$ cat src/rtl/frame_pkg.sv
// Shared TUSER frame-flag encodings and the transmit FSM state type.
package frame_pkg;

   localparam logic [1:0] TUSER_HDR  = 2'b11;
   localparam logic [1:0] TUSER_PAY  = 2'b00;
   localparam logic [1:0] TUSER_LAST = 2'b10;

   typedef enum logic [1:0] {
      IDLE    = 2'd0,
      HEADER  = 2'd1,
      PAYLOAD = 2'd2
   } state_t;

endpackage

$ cat src/rtl/tx_sync_fifo.sv
// Single-clock payload FIFO with full/empty flags; a full FIFO refuses writes
// even when a read happens in the same cycle.
module tx_sync_fifo #(
   parameter int DATA_W = 4,
   parameter int DEPTH  = 16
) (
   input  logic              clock,
   input  logic              reset,
   input  logic              wr_en,
   input  logic [DATA_W-1:0] wr_data,
   input  logic              rd_en,
   output logic [DATA_W-1:0] rd_data,
   output logic              full,
   output logic              empty
);

   localparam int AW = $clog2(DEPTH);

   logic [DATA_W-1:0] mem [DEPTH];
   logic [AW:0]       wr_ptr, rd_ptr;
   logic              do_wr, do_rd;

   assign do_wr   = wr_en && !full;
   assign do_rd   = rd_en && !empty;
   assign empty   = (wr_ptr == rd_ptr);
   // Extra pointer bit tells full from empty when the index bits match.
   assign full    = (wr_ptr[AW] != rd_ptr[AW]) && (wr_ptr[AW-1:0] == rd_ptr[AW-1:0]);
   assign rd_data = mem[rd_ptr[AW-1:0]];

   always_ff @(posedge clock) begin
      if (do_wr) mem[wr_ptr[AW-1:0]] <= wr_data;
   end

   always_ff @(posedge clock) begin
      if (reset) begin
         wr_ptr <= '0;
         rd_ptr <= '0;
      end else begin
         if (do_wr) wr_ptr <= wr_ptr + (AW+1)'(1);
         if (do_rd) rd_ptr <= rd_ptr + (AW+1)'(1);
      end
   end

endmodule

$ cat src/rtl/frame_stream_tx.sv
// Framed AXI-stream transmitter: header run, then buffered payload beats.
// Define FRAME_CNT_EN to add the frame_count output.
module frame_stream_tx
   import frame_pkg::*;
#(
   parameter int DATA_W     = 4,
   parameter int HDR_LEN    = 14,
   parameter int PAY_LEN    = 64,
   parameter int FIFO_DEPTH = 16
) (
   input  logic              clock,
   input  logic              reset,
   input  logic              enable,
   input  logic              s_tvalid,
   input  logic [DATA_W-1:0] s_tdata,
   output logic              s_tready,
   output logic              m_tvalid,
   output logic [DATA_W-1:0] m_tdata,
   output logic [1:0]        m_tuser,
   input  logic              m_tready
`ifdef FRAME_CNT_EN
   ,
   output logic [15:0]       frame_count
`endif
);

   state_t            state;
   logic [7:0]        hdr_cnt;
   logic [15:0]       pay_cnt;
   logic              fifo_full, fifo_empty, pop;
   logic [DATA_W-1:0] fifo_rd_data;
   logic              hdr_done, pay_last;
   logic [1:0]        next_pay_user;

   assign s_tready      = !fifo_full && !reset;
   assign hdr_done      = (hdr_cnt == 8'(HDR_LEN));
   assign pay_last      = (pay_cnt == 16'(PAY_LEN));
   assign next_pay_user = ((pay_cnt + 16'd1) == 16'(PAY_LEN)) ? TUSER_LAST : TUSER_PAY;

   tx_sync_fifo #(
      .DATA_W (DATA_W),
      .DEPTH  (FIFO_DEPTH)
   ) u_fifo (
      .clock   (clock),
      .reset   (reset),
      .wr_en   (s_tvalid && s_tready),
      .wr_data (s_tdata),
      .rd_en   (pop),
      .rd_data (fifo_rd_data),
      .full    (fifo_full),
      .empty   (fifo_empty)
   );

   // Pop when the output register is free (or being handed off) and the
   // next beat due is a payload beat of the current frame.
   always_comb begin
      pop = 1'b0;
      if (m_tready && !fifo_empty) begin
         case (state)
            HEADER:  pop = m_tvalid && hdr_done;
            PAYLOAD: pop = !(m_tvalid && pay_last);
            default: pop = 1'b0;
         endcase
      end
   end

   always_ff @(posedge clock) begin
      if (reset) begin
         state    <= IDLE;
         m_tvalid <= 1'b0;
         m_tdata  <= '0;
         m_tuser  <= TUSER_PAY;
         hdr_cnt  <= '0;
         pay_cnt  <= '0;
`ifdef FRAME_CNT_EN
         frame_count <= '0;
`endif
      end else if (m_tready) begin
         if (pop) begin
            state    <= PAYLOAD;
            m_tvalid <= 1'b1;
            m_tdata  <= fifo_rd_data;
            m_tuser  <= next_pay_user;
            pay_cnt  <= pay_cnt + 16'd1;
         end else begin
            case (state)
               IDLE: begin
                  if (enable) begin
                     state    <= HEADER;
                     m_tvalid <= 1'b1;
                     m_tdata  <= DATA_W'(8'd1);
                     m_tuser  <= TUSER_HDR;
                     hdr_cnt  <= 8'd1;
                     pay_cnt  <= '0;
                  end
               end
               HEADER: begin
                  if (m_tvalid && !hdr_done) begin
                     m_tdata <= DATA_W'(hdr_cnt + 8'd1);
                     hdr_cnt <= hdr_cnt + 8'd1;
                  end else if (m_tvalid) begin
                     // Header finished but no payload buffered yet.
                     state    <= PAYLOAD;
                     m_tvalid <= 1'b0;
                  end
               end
               PAYLOAD: begin
                  if (m_tvalid && pay_last) begin
`ifdef FRAME_CNT_EN
                     frame_count <= frame_count + 16'd1;
`endif
                     if (enable) begin
                        state    <= HEADER;
                        m_tdata  <= DATA_W'(8'd1);
                        m_tuser  <= TUSER_HDR;
                        hdr_cnt  <= 8'd1;
                        pay_cnt  <= '0;
                     end else begin
                        state    <= IDLE;
                        m_tvalid <= 1'b0;
                     end
                  end else if (m_tvalid) begin
                     m_tvalid <= 1'b0;
                  end
               end
               default: state <= IDLE;
            endcase
         end
      end
   end

endmodule

$ cat config.mk
export PLATFORM = sky130hd
export DESIGN_NAME = frame_stream_tx
export DESIGN_NICKNAME = d
export VERILOG_FILES = /design/src/rtl/frame_pkg.sv /design/src/rtl/tx_sync_fifo.sv /design/src/rtl/frame_stream_tx.sv
export SDC_FILE = /design/constraint.sdc
export NUM_CORES = 1
export LEC_CHECK = 0
export CAP_MARGIN = 20
export CORE_UTILIZATION = 55
export DETAILED_ROUTE_END_ITERATION = 10
export DONT_BUFFER_PORTS = 1
export PLACE_DENSITY = 0.73
export SLEW_MARGIN = 5
export SYNTH_ARGS = -nofsm -noshare
export SYNTH_HDL_FRONTEND = slang
export SYNTH_SLANG_ARGS = --single-unit
export TNS_END_PERCENT = 100
$ cat constraint.sdc
create_clock -name clock -period 2.4 [get_ports clock]
set_input_delay 0.48 -clock clock [delete_from_list [all_inputs] [get_ports clock]]
set_output_delay 0.48 -clock clock [all_outputs]
set_load 0.02 [all_outputs]
======== After elaboration in Yosys (flattened, before gate mapping) ========
Memory sizes are Yosys's and may differ from the RTL's. A register that Yosys moved wholly into a read port is not among the register bits.
Index checks and enable logic that the tools add are counted.
word-level totals
  register bits ........................... 43
  latch bits .............................. 0
  RAM bits ................................ 64
  memory bits (read-only) ................. 0
  input port bits ......................... 9
  output and inout port bits .............. 8
  logic and storage cells ................. 90
  memories ................................ 1
memory list
  name        words  bits a word  rd ports  clocked after memory_dff  wr ports  line                RTL
  u_fifo.mem  16     4            1         1                         1         tx_sync_fifo.sv:19  logic [DATA_W-1:0] mem [DEPTH];
operators by class
  add/sub/neg operators ................... 4
  multipliers ............................. 0
  div/mod/pow operators ................... 0
  magnitude comparators ................... 0
  equal/unequal tests ..................... 16
  shift operators ......................... 0
  muxes and demuxes ....................... 37
  bitwise operators ....................... 1
  reductions and logical operators ........ 23
operators with widths
  cell                     number
  $mux W16                 3
  $eq A16 B7 Y1 const B    2
  $pmux W16 S2             1
  $mux W4                  6
  $mux W8                  3
  $pmux W8 S3              1
  $mux W2                  9
  $add A16 B1 Y16 const B  1
  $ne A3 B2 Y1 const B     5
  $reduce_and A5 Y1        3
  $pmux W4 S3              1
  $add A5 B1 Y5 const B    2
  $logic_and A1 B1 Y1      9
  $mux W1                  9
  $add A8 B1 Y8 const B    1
  $eq A8 B4 Y1 const B     1
  $pmux W2 S3              1
  $reduce_bool A3 Y1       2
  $eq A5 B5 Y1             1
  $logic_not A1 Y1         5
  $eq A4 B4 Y1             1
  $ne A2 B2 Y1 const B     2
  $ne A4 B3 Y1 const B     1
  $pmux W2 S2              1
  10 further kinds         10

======== Depth between registers and ports, before layout ========
  depth in word-level cells ............... 8
  mapped depth ............................ 10

======== Modules after synthesis ========
From an unflattened synthesis, not the netlist that was laid out.
unflattened totals
  cell total of the unflattened synthesis .. 473
  area, all modules ....................... 5640.4 um^2
modules (own cells, without submodules)
  module           instances  cells an instance  area an instance (um^2)
  tx_sync_fifo     1          190                3300.7
  frame_stream_tx  1          283                2339.7

======== Worst setup path after synthesis ========
Ideal clock, no wire load.
  path type ............................... flip-flop to flip-flop
  start point ............................. register pay_cnt[5]
  end point ............................... register pay_cnt[11]
  arrival time ............................ 2225 ps
  slack ................................... 58 ps
  stages on the path, launching flop included .. 8
  clock period less this slack ............ 2342 ps
  path through ............................ dfxtp_1 > or4_1 > or4_4 > a221o_1 > nand2_2 > buf_6 > o21ai_2 > a32o_1
between the ends
  word-level cells in the longest chain between the ends .. 7
  elaborated cells between the ends (all ways) .. 10
RTL lines
  element                                                       line                                           RTL
  start, declared                                               frame_stream_tx.sv:29                          logic [15:0] pay_cnt;
  start signal, assigned                                        frame_stream_tx.sv:84                          pay_cnt <= pay_cnt + 16'd1;
  $eq A16 B7 Y1                                                 frame_stream_tx.sv:37                          assign pay_last = (pay_cnt == 16'(PAY_LEN));
  $logic_and A1 B1 Y1                                           frame_stream_tx.sv:61, frame_stream_tx.sv:108
  $logic_not A1 Y1                                              frame_stream_tx.sv:61                          PAYLOAD: pop = !(m_tvalid && pay_last);
  $pmux W1 S2                                                   frame_stream_tx.sv:59                          case (state)
  $mux W1                                                       frame_stream_tx.sv:58                          if (m_tready && !fifo_empty) begin
  $ne A3 B2 Y1 (no line) or $reduce_bool A3 Y1 (tied branches)  n/a
  $reduce_and A3 Y1 (no line)                                   n/a
Parallel ways exist; a longest one is shown, timed or not.
A chain may end at the register's enable or synchronous reset.

======== Worst setup path in the final report ========
  start point ............................. register pay_cnt[5]
  end point ............................... register pay_cnt[4]
between the ends
  word-level cells in the longest chain between the ends .. 7
  elaborated cells between the ends (all ways) .. 9
RTL lines
  element                                                       line
  $eq A16 B7 Y1 *                                               frame_stream_tx.sv:37
  $logic_and A1 B1 Y1 *                                         frame_stream_tx.sv:61, frame_stream_tx.sv:108
  $logic_not A1 Y1                                              frame_stream_tx.sv:61
  $pmux W1 S2                                                   frame_stream_tx.sv:59
  $mux W1                                                       frame_stream_tx.sv:58
  $ne A3 B2 Y1 (no line) or $reduce_bool A3 Y1 (tied branches)  n/a
  $reduce_and A3 Y1 (no line)                                   n/a
Mark *: on every way between the ends. The rest lies on a longest branch, timed or not.

==> reports/metrics.yaml <==
place:
  gp_congestion: 0.852
  hpwl_um: 7760
  portBuffers: 0
  place_inst: 603
worst_setup_path:
  worstSetupPathType: "reg -> reg"
  cp.required_ns: 2.71
  worstRegToRegCells: 7
  arrival_ns: 2.76
  crit_chain: "or4_1 > or4_4 > a221o_2 > a2bb2oi_4 > buf_12 > a21oi_1 > a211oi_1"
  critPathMaxFanout: 9
  setup.reg_to_reg.worst_slack_ns: -0.05
  slowest_stage: "or4_1"
  startpoint_type: "register"
  reg2reg_to: "pay_cnt[4]"
  reg2reg_from: "pay_cnt[5]"
  cpPeakStageDelay_ns: 0.53
  end_kind: "register"
synthesis:
  postSynthCellCount: 457
  synth_ff_type: "edfxtp_1"
  ys_ff_latch: 111
  syn-cell-area_um2: 5270
  yosysTopAreaCellShare_pct: 36.5
  synth_top_family_by_area: "simple AND/OR/NAND/NOR gates"
  synthSimpleGateAreaFrac_pct: 17.3
  ys_types: 65
  syn-num-nets: 479
  yosysSeqAreaShare_pct: 54.3
  synth_top_cell_by_area: "edfxtp_1"
  synth_compound_area_share_pct: 11.7
  synth_fa_ha_area_share_pct: 3.09
  synth_edf_count: 64
  synthArstFlopShare_pct: 0
  ys_top_cells_by_area: "edfxtp_1 36%, dfxtp_1 18%, mux4_2 6.8%, nor2_1 3.1%, ha_1 3.1%"
  synthMuxAreaShare_pct: 7.22
  yosys.area_share.xor_xnor_pct: 3.49
  yosys_warnings: 0
  synth_area_per_cell_um2: 11.5
clocking:
  numCtsBuffers: 9
  h-tree-depth: 3
  tritoncts: "built"
  cts.sinks: 111
  cts_hold_buf: 0
  clockBufferDepth: 2
  clk_pin_slew_ns: 0.11
  clock_latency_ns: 0.39
  ctsRootBufferMaster: "clkbuf_8"
global_routing:
  first_global_vias: 3717
  grt_antenna_before_repair: 0
  grt_max_degree: 38
  overflow: 0
  grt_pass1_wl_um: 17900
  grtUsageTotal_pct: 23.7
power:
  p_leak_nw: 1.93
  ir_worst_vdd_mv: 0.441
  power_density_nw_per_um2: 629
sta:
  fin_crit_ns: 2.45
  setup_tns_ns: -0.0710
  relSlewSlack_pct: 65.6
  fin_ws_ns: -0.0517
  hold_viol: 0
  whs_ns: 0.156
  fin_crit_sh_pct: 102
  setup_violations: 2
  slew_violations: 0
  rsz0062_at_grt: "yes"
  fin_skew_ns: 0.0146
  fmaxAchievable_ghz: 0.408
  worstMarginPinSlew_ns: 0.511
run:
  cap_violations: 0
drt:
  drtIter0Drc: 204
  final_antenna_net_count: 0
  drt_wl_total_um: 11100
  num_vias: 3756
  via_per_inst: 6.03
  drc: 0
  post_drt_wl_per_cell_um: 17.9
  first_pass_iters: 4
finish:
  drive_gt1_share_pct: 19.8
  fin_cells: 623
  antennaDiodeCount: 0
  finalNetCount: 511
  area_growth_pct: 12.2
min_path:
  whs_path_depth: 1
  min_to: "u_fifo.wr_ptr[4]"
  min-delay-start: "reset"
  hp-class: "in -> reg"
run_status:
  violations: "negative setup slack"
  outcome: "finished with violations"
die:
  fp-row-count: 35
  io_pins: 17
  die_y_um: 99.9
  core_area_um2: 9240
  start_util_pct: 57.0
  die_w_um: 99.9
  dieArea_um2: 9980
[timing repair]
item | 4_1_cts | 5_1_grt
cloned | 0 | 1
pin swaps | 3 | 2
buffers inserted | 3 | 0
gates resized for setup | 2 | 8
endpoints found under the setup margin | 18 | 38
[critical path, delay by kind of cell, from the launching register on]
kind,cells,cell delay [ns]
buffers and inverters,1,0.15
flip-flops,1,0.33
AND/OR/NAND/NOR,2,1.00
AO/OA/AOI/OAI,4,0.91
[logic make-up (layout without fill, tap and decap cells)]
logic type | after synthesis | in the layout
simple gates | 176 | 176
flops | 111 | 111
compound gates | 86 | 86
buf+inv | 32 | 69
xor+xnor | 21 | 21
mux | 18 | 18
fa+ha+maj | 13 | 13
[layout by cell type (no fill, tap or decap), drive strengths merged, types with 3 or more instances in the layout]
cell | Yosys | layout
a21oi | 20 | 20
nor2b | 3 | 3
clkbuf | 12 | 10
clkinv | 1 | 3
nand4 | 8 | 8
o21ai | 13 | 13
nor3 | 22 | 22
xnor2 | 18 | 18
mux4 | 16 | 16
nand2b | 5 | 5
and3 | 5 | 5
o22ai | 9 | 9
a31oi | 10 | 10
o21a | 3 | 3
xor2 | 3 | 3
nor2 | 45 | 45
buf | 9 | 41
or4 | 3 | 3
and2 | 3 | 3
and4 | 4 | 4
o31ai | 4 | 4
or3 | 10 | 10
dfxtp | 47 | 47
nor4 | 4 | 4
nand2 | 36 | 36
nand3 | 17 | 17
nand3b | 5 | 5
ha | 13 | 13
edfxtp | 64 | 64
a211oi | 7 | 7
inv | 10 | 14
[cell usage after synthesis (6+ instances only)]
| library cell | instances |
|---|---|
| a211oi_1 | 6 |
| a21oi_1 | 20 |
| a31oi_1 | 10 |
| clkbuf_1 | 12 |
| dfxtp_1 | 47 |
| edfxtp_1 | 64 |
| ha_1 | 13 |
| inv_1 | 10 |
| mux4_2 | 16 |
| nand2_1 | 35 |
| nand3_1 | 17 |
| nand4_1 | 8 |
| nor2_1 | 44 |
| nor3_1 | 21 |
| o21ai_0 | 8 |
| o22ai_1 | 8 |
| or3_1 | 10 |
| xnor2_1 | 18 |
[layer usage]
metal	vias to the layer above	global-route usage [%]	part of all wire, %
met4	0	10.1	2.8
met2	90	41.0	50
met3	25	5.85	4.7
met1	1843	28.2	42
met5	-	0	0
li1	1798	-	-
[power by group]
part / internal, mW / total [mW] / switching, mW
logic: 0.227 / 0.516 / 0.289
clock network: 0.408 / 1.10 / 0.690
registers: 2.05 / 2.10 / 0.0524
[cell type report]
type | instances | area, um^2
repair buffers | 42 | 358
well taps | 129 | 161
clock inverters | 7 | 70.1
clock buffers | 9 | 124
fillers | 702 | 3330
flip-flops and latches | 111 | 2860
multi-input cells | 314 | 2290
inverters | 11 | 41.3
[state kept, by name, summed over array words and instances (netlist names), named ones only]
register	cells
pay_cnt	16
u_fifo.wr_ptr	5
state	2
m_tuser	2
m_tvalid	1
u_fifo.mem	64
hdr_cnt	8
m_tdata	4
u_fifo.rd_ptr	5
[worst max-delay path by stage]
stage / from / to / slack (ns) / cells after the start
after global routing: pay_cnt[5] / pay_cnt[4] / -0.1 / 7
final: pay_cnt[5] / pay_cnt[4] / -0.05 / 7
after floorplan: pay_cnt[5] / pay_cnt[11] / 0.06 / 7
after global placement: pay_cnt[5] / pay_cnt[15] / 0.003 / 6
after CTS: pay_cnt[5] / pay_cnt[4] / -0.03 / 7
after detailed placement: pay_cnt[5] / pay_cnt[3] / -0.04 / 6
[metrics by stage]
stage               instance area [um^2]  setup slack [ns]  total power, mW  utilization (%)
global route                        5910           -0.0970             3.86             64.0
CTS                                 5850           -0.0298             3.73             63.3
detailed placement                  5620           -0.0378             2.62             60.8
global placement                    5620           0.00263             2.60             60.8
floorplan                           5270            0.0581             2.49                -
finish                              5910           -0.0517             3.72             64.0
Note: power is estimated with default switching activity, not from simulation.
